## config.mk

```make
export PLATFORM = sky130hd
export DESIGN_NAME = uart_tx_arbiter_flat
export DESIGN_NICKNAME = d
export VERILOG_FILES = /design/src/rtl/uart_tx_arbiter_if.sv /design/src/rtl/uart_tx_arbiter.sv /design/src/flat_wrapper.sv
export SDC_FILE = /design/constraint.sdc
export NUM_CORES = 1
export LEC_CHECK = 0
export CAP_MARGIN = 20
export CORE_MARGIN = 3
export CORE_UTILIZATION = 40
export DETAILED_ROUTE_END_ITERATION = 8
export GPL_ROUTABILITY_DRIVEN = 0
export PLACE_DENSITY = 0.79
export SLEW_MARGIN = 20
export SYNTH_ARGS = -nofsm -noshare
export SYNTH_HDL_FRONTEND = slang
export SYNTH_SLANG_ARGS = --single-unit
```

## constraint.sdc

```tcl
create_clock -name CLK -period 3.45 [get_ports CLK]
set_clock_uncertainty 0.15 [all_clocks]
set_input_delay 1.035 -clock CLK [delete_from_list [all_inputs] [get_ports CLK]]
set_output_delay 1.035 -clock CLK [all_outputs]
set_load 0.02 [all_outputs]
```

## src/rtl/uart_tx_arbiter_if.sv

```systemverilog
// Requester-side and transmitter-side signals of the UART transmit arbiter.
// The slave modport is the arbiter's view; master is the surrounding system.
interface uart_tx_arbiter_if #(
    parameter int NUM_REQ    = 4,
    parameter int DATA_WIDTH = 8
);
    localparam int ID_W = (NUM_REQ > 1) ? $clog2(NUM_REQ) : 1;

    logic [NUM_REQ-1:0]            req;
    logic [NUM_REQ*DATA_WIDTH-1:0] req_data;
    logic [NUM_REQ-1:0]            req_par_en;
    logic [NUM_REQ-1:0]            req_par_typ;
    logic                          tx_busy;
    logic [NUM_REQ-1:0]            ack;
    logic [DATA_WIDTH-1:0]         P_DATA;
    logic                          Data_valid;
    logic                          PAR_EN;
    logic                          PAR_TYP;
    logic [ID_W-1:0]               grant_id;
    logic                          arb_busy;
    logic                          err_timeout;

    modport slave (
        input  req, req_data, req_par_en, req_par_typ, tx_busy,
        output ack, P_DATA, Data_valid, PAR_EN, PAR_TYP, grant_id, arb_busy, err_timeout
    );

    modport master (
        output req, req_data, req_par_en, req_par_typ, tx_busy,
        input  ack, P_DATA, Data_valid, PAR_EN, PAR_TYP, grant_id, arb_busy, err_timeout
    );
endinterface

```

## src/rtl/uart_tx_arbiter.sv

```systemverilog
// Round-robin scheduler sharing one UART transmitter among NUM_REQ byte producers.
// Holds the granted byte and parity settings on the transmitter for the whole frame.
module uart_tx_arbiter #(
    parameter int NUM_REQ      = 4,
    parameter int DATA_WIDTH   = 8,
    parameter int BUSY_TIMEOUT = 4
) (
    input  logic             CLK,
    input  logic             RST,
    uart_tx_arbiter_if.slave bus
);
    localparam int ID_W  = (NUM_REQ > 1) ? $clog2(NUM_REQ) : 1;
    localparam int CNT_W = $clog2(BUSY_TIMEOUT + 1);

    typedef enum logic [1:0] {IDLE, LAUNCH, WAIT_BUSY, WAIT_DONE} state_t;

    state_t                 state;
    logic [ID_W-1:0]        rr_ptr;
    logic [CNT_W-1:0]       cnt;

    logic                   win_vld;
    logic [ID_W-1:0]        win_id;
    logic [ID_W-1:0]        idx;
    logic [DATA_WIDTH-1:0]  win_data;
    logic                   win_par_en;
    logic                   win_par_typ;

    // Scan downward in offset so the lowest offset from rr_ptr is the last writer.
    always_comb begin
        win_vld = 1'b0;
        win_id  = '0;
        idx     = '0;
        for (int i = NUM_REQ - 1; i >= 0; i--) begin
            idx = ID_W'((int'(rr_ptr) + i) % NUM_REQ);
            if (bus.req[idx]) begin
                win_vld = 1'b1;
                win_id  = idx;
            end
        end
    end

    always_comb begin
        win_data    = '0;
        win_par_en  = 1'b0;
        win_par_typ = 1'b0;
        for (int i = 0; i < NUM_REQ; i++) begin
            if (win_id == ID_W'(i)) begin
                win_data    = bus.req_data[i*DATA_WIDTH +: DATA_WIDTH];
                win_par_en  = bus.req_par_en[i];
                win_par_typ = bus.req_par_typ[i];
            end
        end
    end

    always_ff @(posedge CLK) begin
        if (RST) begin
            state           <= IDLE;
            rr_ptr          <= '0;
            cnt             <= '0;
            bus.ack         <= '0;
            bus.P_DATA      <= '0;
            bus.Data_valid  <= 1'b0;
            bus.PAR_EN      <= 1'b0;
            bus.PAR_TYP     <= 1'b0;
            bus.grant_id    <= '0;
            bus.arb_busy    <= 1'b0;
            bus.err_timeout <= 1'b0;
        end else begin
            bus.Data_valid  <= 1'b0;
            bus.ack         <= '0;
            bus.err_timeout <= 1'b0;
            case (state)
                IDLE: begin
                    if (!bus.tx_busy && win_vld) begin
                        bus.P_DATA     <= win_data;
                        bus.PAR_EN     <= win_par_en;
                        bus.PAR_TYP    <= win_par_typ;
                        bus.grant_id   <= win_id;
                        rr_ptr         <= (win_id == ID_W'(NUM_REQ - 1)) ? '0 : win_id + ID_W'(1);
                        bus.Data_valid <= 1'b1;
                        bus.ack        <= NUM_REQ'(1) << win_id;
                        bus.arb_busy   <= 1'b1;
                        state          <= LAUNCH;
                    end
                end
                LAUNCH: begin
                    cnt   <= '0;
                    state <= WAIT_BUSY;
                end
                WAIT_BUSY: begin
                    // The registered pulse lands BUSY_TIMEOUT cycles after the launch cycle.
                    if (bus.tx_busy) begin
                        state <= WAIT_DONE;
                    end else if (cnt == CNT_W'(BUSY_TIMEOUT - 2)) begin
                        bus.err_timeout <= 1'b1;
                        bus.arb_busy    <= 1'b0;
                        state           <= IDLE;
                    end else begin
                        cnt <= cnt + CNT_W'(1);
                    end
                end
                WAIT_DONE: begin
                    if (!bus.tx_busy) begin
                        bus.arb_busy <= 1'b0;
                        state        <= IDLE;
                    end
                end
                default: begin
                    bus.arb_busy <= 1'b0;
                    state        <= IDLE;
                end
            endcase
        end
    end
endmodule

```

## src/flat_wrapper.sv

```systemverilog
// flat-port wrapper written by rule: the top's interface ports become plain ports
module uart_tx_arbiter_flat 
#(
    parameter int NUM_REQ      = 4,
    parameter int DATA_WIDTH   = 8,
    parameter int BUSY_TIMEOUT = 4
)
  (CLK, RST, bus_req, bus_req_data, bus_req_par_en, bus_req_par_typ, bus_tx_busy, bus_ack, bus_P_DATA, bus_Data_valid, bus_PAR_EN, bus_PAR_TYP, bus_grant_id, bus_arb_busy, bus_err_timeout);
  uart_tx_arbiter_if #(.NUM_REQ(NUM_REQ), .DATA_WIDTH(DATA_WIDTH)) bus_i ();
  input  logic CLK;
  input  logic RST;
  input wire logic [$bits(bus_i.req)-1:0] bus_req;
  input wire logic [$bits(bus_i.req_data)-1:0] bus_req_data;
  input wire logic [$bits(bus_i.req_par_en)-1:0] bus_req_par_en;
  input wire logic [$bits(bus_i.req_par_typ)-1:0] bus_req_par_typ;
  input wire logic [$bits(bus_i.tx_busy)-1:0] bus_tx_busy;
  output wire logic [$bits(bus_i.ack)-1:0] bus_ack;
  output wire logic [$bits(bus_i.P_DATA)-1:0] bus_P_DATA;
  output wire logic [$bits(bus_i.Data_valid)-1:0] bus_Data_valid;
  output wire logic [$bits(bus_i.PAR_EN)-1:0] bus_PAR_EN;
  output wire logic [$bits(bus_i.PAR_TYP)-1:0] bus_PAR_TYP;
  output wire logic [$bits(bus_i.grant_id)-1:0] bus_grant_id;
  output wire logic [$bits(bus_i.arb_busy)-1:0] bus_arb_busy;
  output wire logic [$bits(bus_i.err_timeout)-1:0] bus_err_timeout;
  assign bus_i.req = bus_req;
  assign bus_i.req_data = bus_req_data;
  assign bus_i.req_par_en = bus_req_par_en;
  assign bus_i.req_par_typ = bus_req_par_typ;
  assign bus_i.tx_busy = bus_tx_busy;
  assign bus_ack = bus_i.ack;
  assign bus_P_DATA = bus_i.P_DATA;
  assign bus_Data_valid = bus_i.Data_valid;
  assign bus_PAR_EN = bus_i.PAR_EN;
  assign bus_PAR_TYP = bus_i.PAR_TYP;
  assign bus_grant_id = bus_i.grant_id;
  assign bus_arb_busy = bus_i.arb_busy;
  assign bus_err_timeout = bus_i.err_timeout;
  uart_tx_arbiter #(.NUM_REQ(NUM_REQ), .DATA_WIDTH(DATA_WIDTH), .BUSY_TIMEOUT(BUSY_TIMEOUT)) u_core (.CLK(CLK), .RST(RST), .bus(bus_i));
endmodule
```

# == Word level (Yosys, flattened, before mapping) ==
# Index checks and enable logic that the tools add are counted.
# word_totals
register_bits,26
word_cells,94
output_inout_bits,19
# classes
n_reduce_logical,13
muxes,44
add_sub_neg,5
magnitude_cmp,4
n_eq_ne,13
bitwise,3
n_shift,1
# op_table
cell,count
$mux 8,4
$mux 1,22
$mux 2,9
$lt 2x3->1 const B,4
$bmux 1 s2,4
$eq 2x2->1 const B,4
$pmux 2 s4,1
$mux 3,2
$ne 2x2->1 const B,3
$pmux 3 s2,1
$reduce_and 3->1,2
$reduce_or 3->1,2
$reduce_and 5->1,1
$add 2x1->2 const B,2
$add 2x2->2 const B,2
$eq 2x1->1 const B,2
$logic_not 2->1,2
$ne 2x1->1 const B,2
$shl 1x2->4 const A,1
$add 3x1->3 const B,1
$eq 3x2->1 const B,1
$ne 3x2->1 const B,1
$not 1->1,3
$pmux 1 s3,1
6 further kinds,6

# == Logic depth before layout (Yosys ltp) ==
# logic_depth
word_depth,12
depth_mapped,10

# == Least setup slack after synthesis ==
# No wires, ideal clock.
# synth_path
kind,input port to flip-flop
start,input port bus_req[2]
end,register u_core.bus.PAR_TYP
required_time_ns,3.168
cell_stages,10
path_buffers,1
t_arrival_ns,2.742
slack_ns,0.426
path_cell_list,nor2b_1 > a21boi_0 > o32ai_1 > inv_1 > ha_1 > buf_1 > a21oi_1 > o21ai_0 > a221oi_1 > nor3_1
# synth_between
elab_chain_cells,11
# synth_lines
element,line,text
"start, declared",flat_wrapper.sv:12,input wire logic [$bits(bus_i.req)-1:0] bus_req;
$bmux 1 s2,uart_tx_arbiter.sv:35,if (bus.req[idx]) begin
$mux 1 (not written as such),uart_tx_arbiter.sv:35,
$mux 2 (3 in series),uart_tx_arbiter.sv:35,
$mux 2 *,uart_tx_arbiter.sv:35,
via u_core.win_id[1],uart_tx_arbiter.sv:22,logic [ID_W-1:0] win_id;
$logic_not 2->1,uart_tx_arbiter.sv:47,if (win_id == ID_W'(i)) begin
$mux 1 (3 in series),uart_tx_arbiter.sv:47,
$mux 1 *,uart_tx_arbiter.sv:47,
"end signal, assigned",uart_tx_arbiter.sv:77,bus.PAR_TYP <= win_par_typ;
"end, declared",uart_tx_arbiter_if.sv:25,"output ack, P_DATA, Data_valid, PAR_EN, PAR_TYP, grant_id, arb_busy, err_timeout"
# Mark *: on every way through the listed nets, which the timed path passes. The rest lies on a longest branch. The select of a mux whose other input is x is not followed.
# A chain may end at the register's enable or synchronous reset.

# == Worst setup path in the final report ==
# layout_path
start,input port bus_req[3]
end,register u_core.bus.P_DATA[4]
# layout_between
elab_chain_cells,11
# layout_lines
element,line,text
$bmux 1 s2,uart_tx_arbiter.sv:35,
$mux 1 (not written as such),uart_tx_arbiter.sv:35,
$mux 2 (4 in series),uart_tx_arbiter.sv:35,
$logic_not 2->1,uart_tx_arbiter.sv:47,
$mux 8 (4 in series),uart_tx_arbiter.sv:47,
"end signal, assigned",uart_tx_arbiter.sv:75,bus.P_DATA <= win_data;
"end, declared",uart_tx_arbiter_if.sv:25,
# Several ways; a longest one is shown, not always the timed one. The select of a mux whose other input is x is not followed.

==> results.toml <==
[synthesis]
synth_cell_types = 39
postSynthAreaPerCell_um2 = 7.80
synth_enable_flop_cells = 0
synthesis.nets = 231
syn-cell-area_mm2 = 0.00139
async_flop_share = 0
ys_seq_elements = 26
yosysWarnings = 0
synth_seq_area_share = 0.375
netlist_instances = 178
ys.flop_type = "dfxtp_1"

[floorplanning]
die_y_um = 64.9
rows = 20
die_w_um = 64.9
initial_core_util = 0.437
io_pins = 66
coreArea_mm2 = 0.00318
die-area_mm2 = 0.00421

[clock_network]
cts_root_buf = "clkbuf_4"
cts_buffer_depth = 2
post_cts_resized = 0
cts_buffers = 3
cts_max_level = 1
hold_buffers = 0
clkLatencyLatePin_ns = 0.32
clock_sinks = 26
clk_pin_slew_ns = 0.14
post_cts.repair.setup_buffers = 0
cts_tree = "done"

[global_routing]
grt_usage = 0.194
top_usage_layer = "met2"
antenna_found_initial = 0
grt_first_pass_wirelength_um = 6560
grtUsageMet3 = 0.0624
overflow = 0
met1_usage = 0.232
grt_max_degree = 21
grt_pass1_vias = 1555
use_met2 = 0.321

[timing]
slew_headroom = 0.693
tightest_slew_ns = 0.456
period_share = 0.928
fmaxAchievable_mhz = 312
drv_slew = 0
finalCriticalPeriod_ns = 3.20
final-hold-violation-count = 0
rsz0062_at_grt = "no"
finalSetupViolCount = 0

[layout]
areaGrowthSynthToFinish_pct = 61.7
drive_above_1_share = 0.122
final_cell_mix = "clkdlybuf4s50_1 (65), dfxtp_1 (26), a21oi_1 (25)"
antenna_cells = 0
final_area_mm2 = 0.00224
fill_cells = 280
final_util = 0.706
fin_nets = 308
layout_commonest_cell = "clkdlybuf4s50_1"

[worst_hold_path]
min_path_type = "reg2reg"
min_from = "u_core.bus.P_DATA[6]$_SDFFE_PP0P_"
whs_endpoint = "u_core.bus.P_DATA[6]$_SDFFE_PP0P_"
hold_depth = 2

[power_and_ir_drop]
clkPwrFrac = 0.187
powerDensity_mw_per_mm2 = 373
p_int_w = 0.000568
switching_power_w = 0.000270
seq_power_share = 0.410
p_sw_frac = 0.322
ir_drop_v = 0.000174
p_comb_frac = 0.404
power_leakage_nw = 0.924

[routing]
dr_total_vias = 1499
drtAntennaViolNets = 0
drt-initial-drc-count = 63
post_drt_wl_per_cell_um = 12.7
vias_per_cell = 5.03
post-route-drc-count = 0
wirelength_um = 3780
first_pass_iters = 4

[setup_path]
cp_max_fo = 20
path_class = "in2reg"
worstSetupEndpointType = "register"
cp.buffers_inverters = 2
crit_path_max_incr_delay_ns = 0.53
crit_chain = "clkdlybuf4s50_1 -> nor2_2 -> or4b_1 -> and2_4 -> ha_1 -> buf_12 -> a21oi_1 -> o21ai_0 -> a221oi_1 -> nor3_1"
crit_family = "simple AND/OR/NAND/NOR gates"
rr_worst_depth = 9
r2r-end = "u_core.bus.P_DATA[4]$_SDFFE_PP0P_"
rrSetupSlack_ns = 1.16
startpoint_type = "input pin"
cp_data_required_time_ns = 3.52
regToRegStartpoint = "u_core.rr_ptr[0]$_SDFFE_PP0P_"
worstPathArrival_ns = 3.27
crit_path_top_delay_cell = "clkdlybuf4s50_1"

[placed_design]
placed_area_mm2 = 0.00221
hpwl_um = 2880
portBuffers = 65

[job]
maxCapViolations = 0

[status]
status = "complete, no violations"
## stage by stage
step | instances | TNS (ns) | power, W | hold slack, ns | setup slack, ns
2_1_floorplan | 178 | 0 | 0.000522 | 0.313 | 0.426
3_3_place_gp | 294 | -0.351 | 0.000681 | 0.332 | -0.0522
3_5_place_dp | 294 | -0.753 | 0.000687 | 0.332 | -0.107
4_1_cts | 298 | 0 | 0.000842 | 0.355 | 0.254
5_1_grt | 298 | 0 | 0.000897 | 0.385 | 0.0993
6_report | 298 | 0 | 0.000837 | 0.352 | 0.248
## state kept, by name, summed over array words and instances, names as in the netlist, 2 cells and up
name	count
u_core.cnt	3
u_core.rr_ptr	2
u_core.state	2
u_core.bus.ack	4
u_core.bus.P_DATA	8
u_core.bus.grant_id	2
## cells by family after synthesis
group,count (synthesis),synth area share
AO/OA/AOI/OAI,55,0.255
XOR/XNOR,2,0.0126
adder cells (fa/ha/maj),6,0.0541
buffers and inverters,26,0.0775
flip-flops,26,0.375
AND/OR/NAND/NOR,63,0.225
## worst min-delay path, cell delays in order (launching register included)
cell and delay [ns]:
dfxtp_1 0.34, nor2_1 0.09, nor3_1 0.05
## layer usage
layer,part of all wire,vias up
li1,-,772
met4,0.0071,0
met5,0,-
met3,0.087,2
met1,0.46,668
met2,0.44,57
## cells in the mapped netlist, types with 2 or more instances
cell type | number | share of area
nand2_1 | 14 | 0.038
clkbuf_1 | 8 | 0.022
o21ai_0 | 10 | 0.036
nor3b_1 | 2 | 0.011
a221oi_1 | 10 | 0.063
inv_1 | 14 | 0.038
a21oi_1 | 25 | 0.090
ha_1 | 6 | 0.054
and3_1 | 2 | 0.0090
nor2b_1 | 3 | 0.014
dfxtp_1 | 26 | 0.38
and3_2 | 2 | 0.011
nor2_1 | 18 | 0.049
a21o_1 | 2 | 0.011
nor3_1 | 12 | 0.043
## power by group through the flow
stage / sequential (W) / clock, W / combinational (W)
floorplan: 0.000374 / 0 / 0.000148
global placement: 0.000349 / 0 / 0.000332
detailed placement: 0.000350 / 0 / 0.000337
CTS: 0.000343 / 0.000160 / 0.000339
global route: 0.000347 / 0.000176 / 0.000373
finish: 0.000343 / 0.000156 / 0.000338
## area by class of cell
| cell class | count | area [µm²] | area share |
|---|---|---|---|
| flip-flops and latches | 26 | 520 | 0.232 |
| well taps | 44 | 55.1 | 0.0245 |
| inverters | 15 | 61.3 | 0.0273 |
| multi-input cells | 126 | 759 | 0.339 |
| repair buffers | 83 | 811 | 0.361 |
| clock buffers | 4 | 36.3 | 0.0162 |
## worst max path at each step
stage	startpoint	end	slack, ns	depth (start not counted)
after floorplan	bus_req[2]	u_core.bus.PAR_TYP$_SDFFE_PP0P_	0.43	10
after global placement	bus_req[3]	u_core.bus.PAR_TYP$_SDFFE_PP0P_	-0.05	10
after detailed placement	bus_req[3]	u_core.bus.P_DATA[4]$_SDFFE_PP0P_	-0.11	10
after CTS	bus_req[3]	u_core.bus.P_DATA[4]$_SDFFE_PP0P_	0.25	10
after global routing	bus_req[3]	u_core.bus.P_DATA[1]$_SDFFE_PP0P_	0.1	10
final	bus_req[3]	u_core.bus.P_DATA[4]$_SDFFE_PP0P_	0.25	10
No activity file was read; power rests on OpenSTA's default activity.
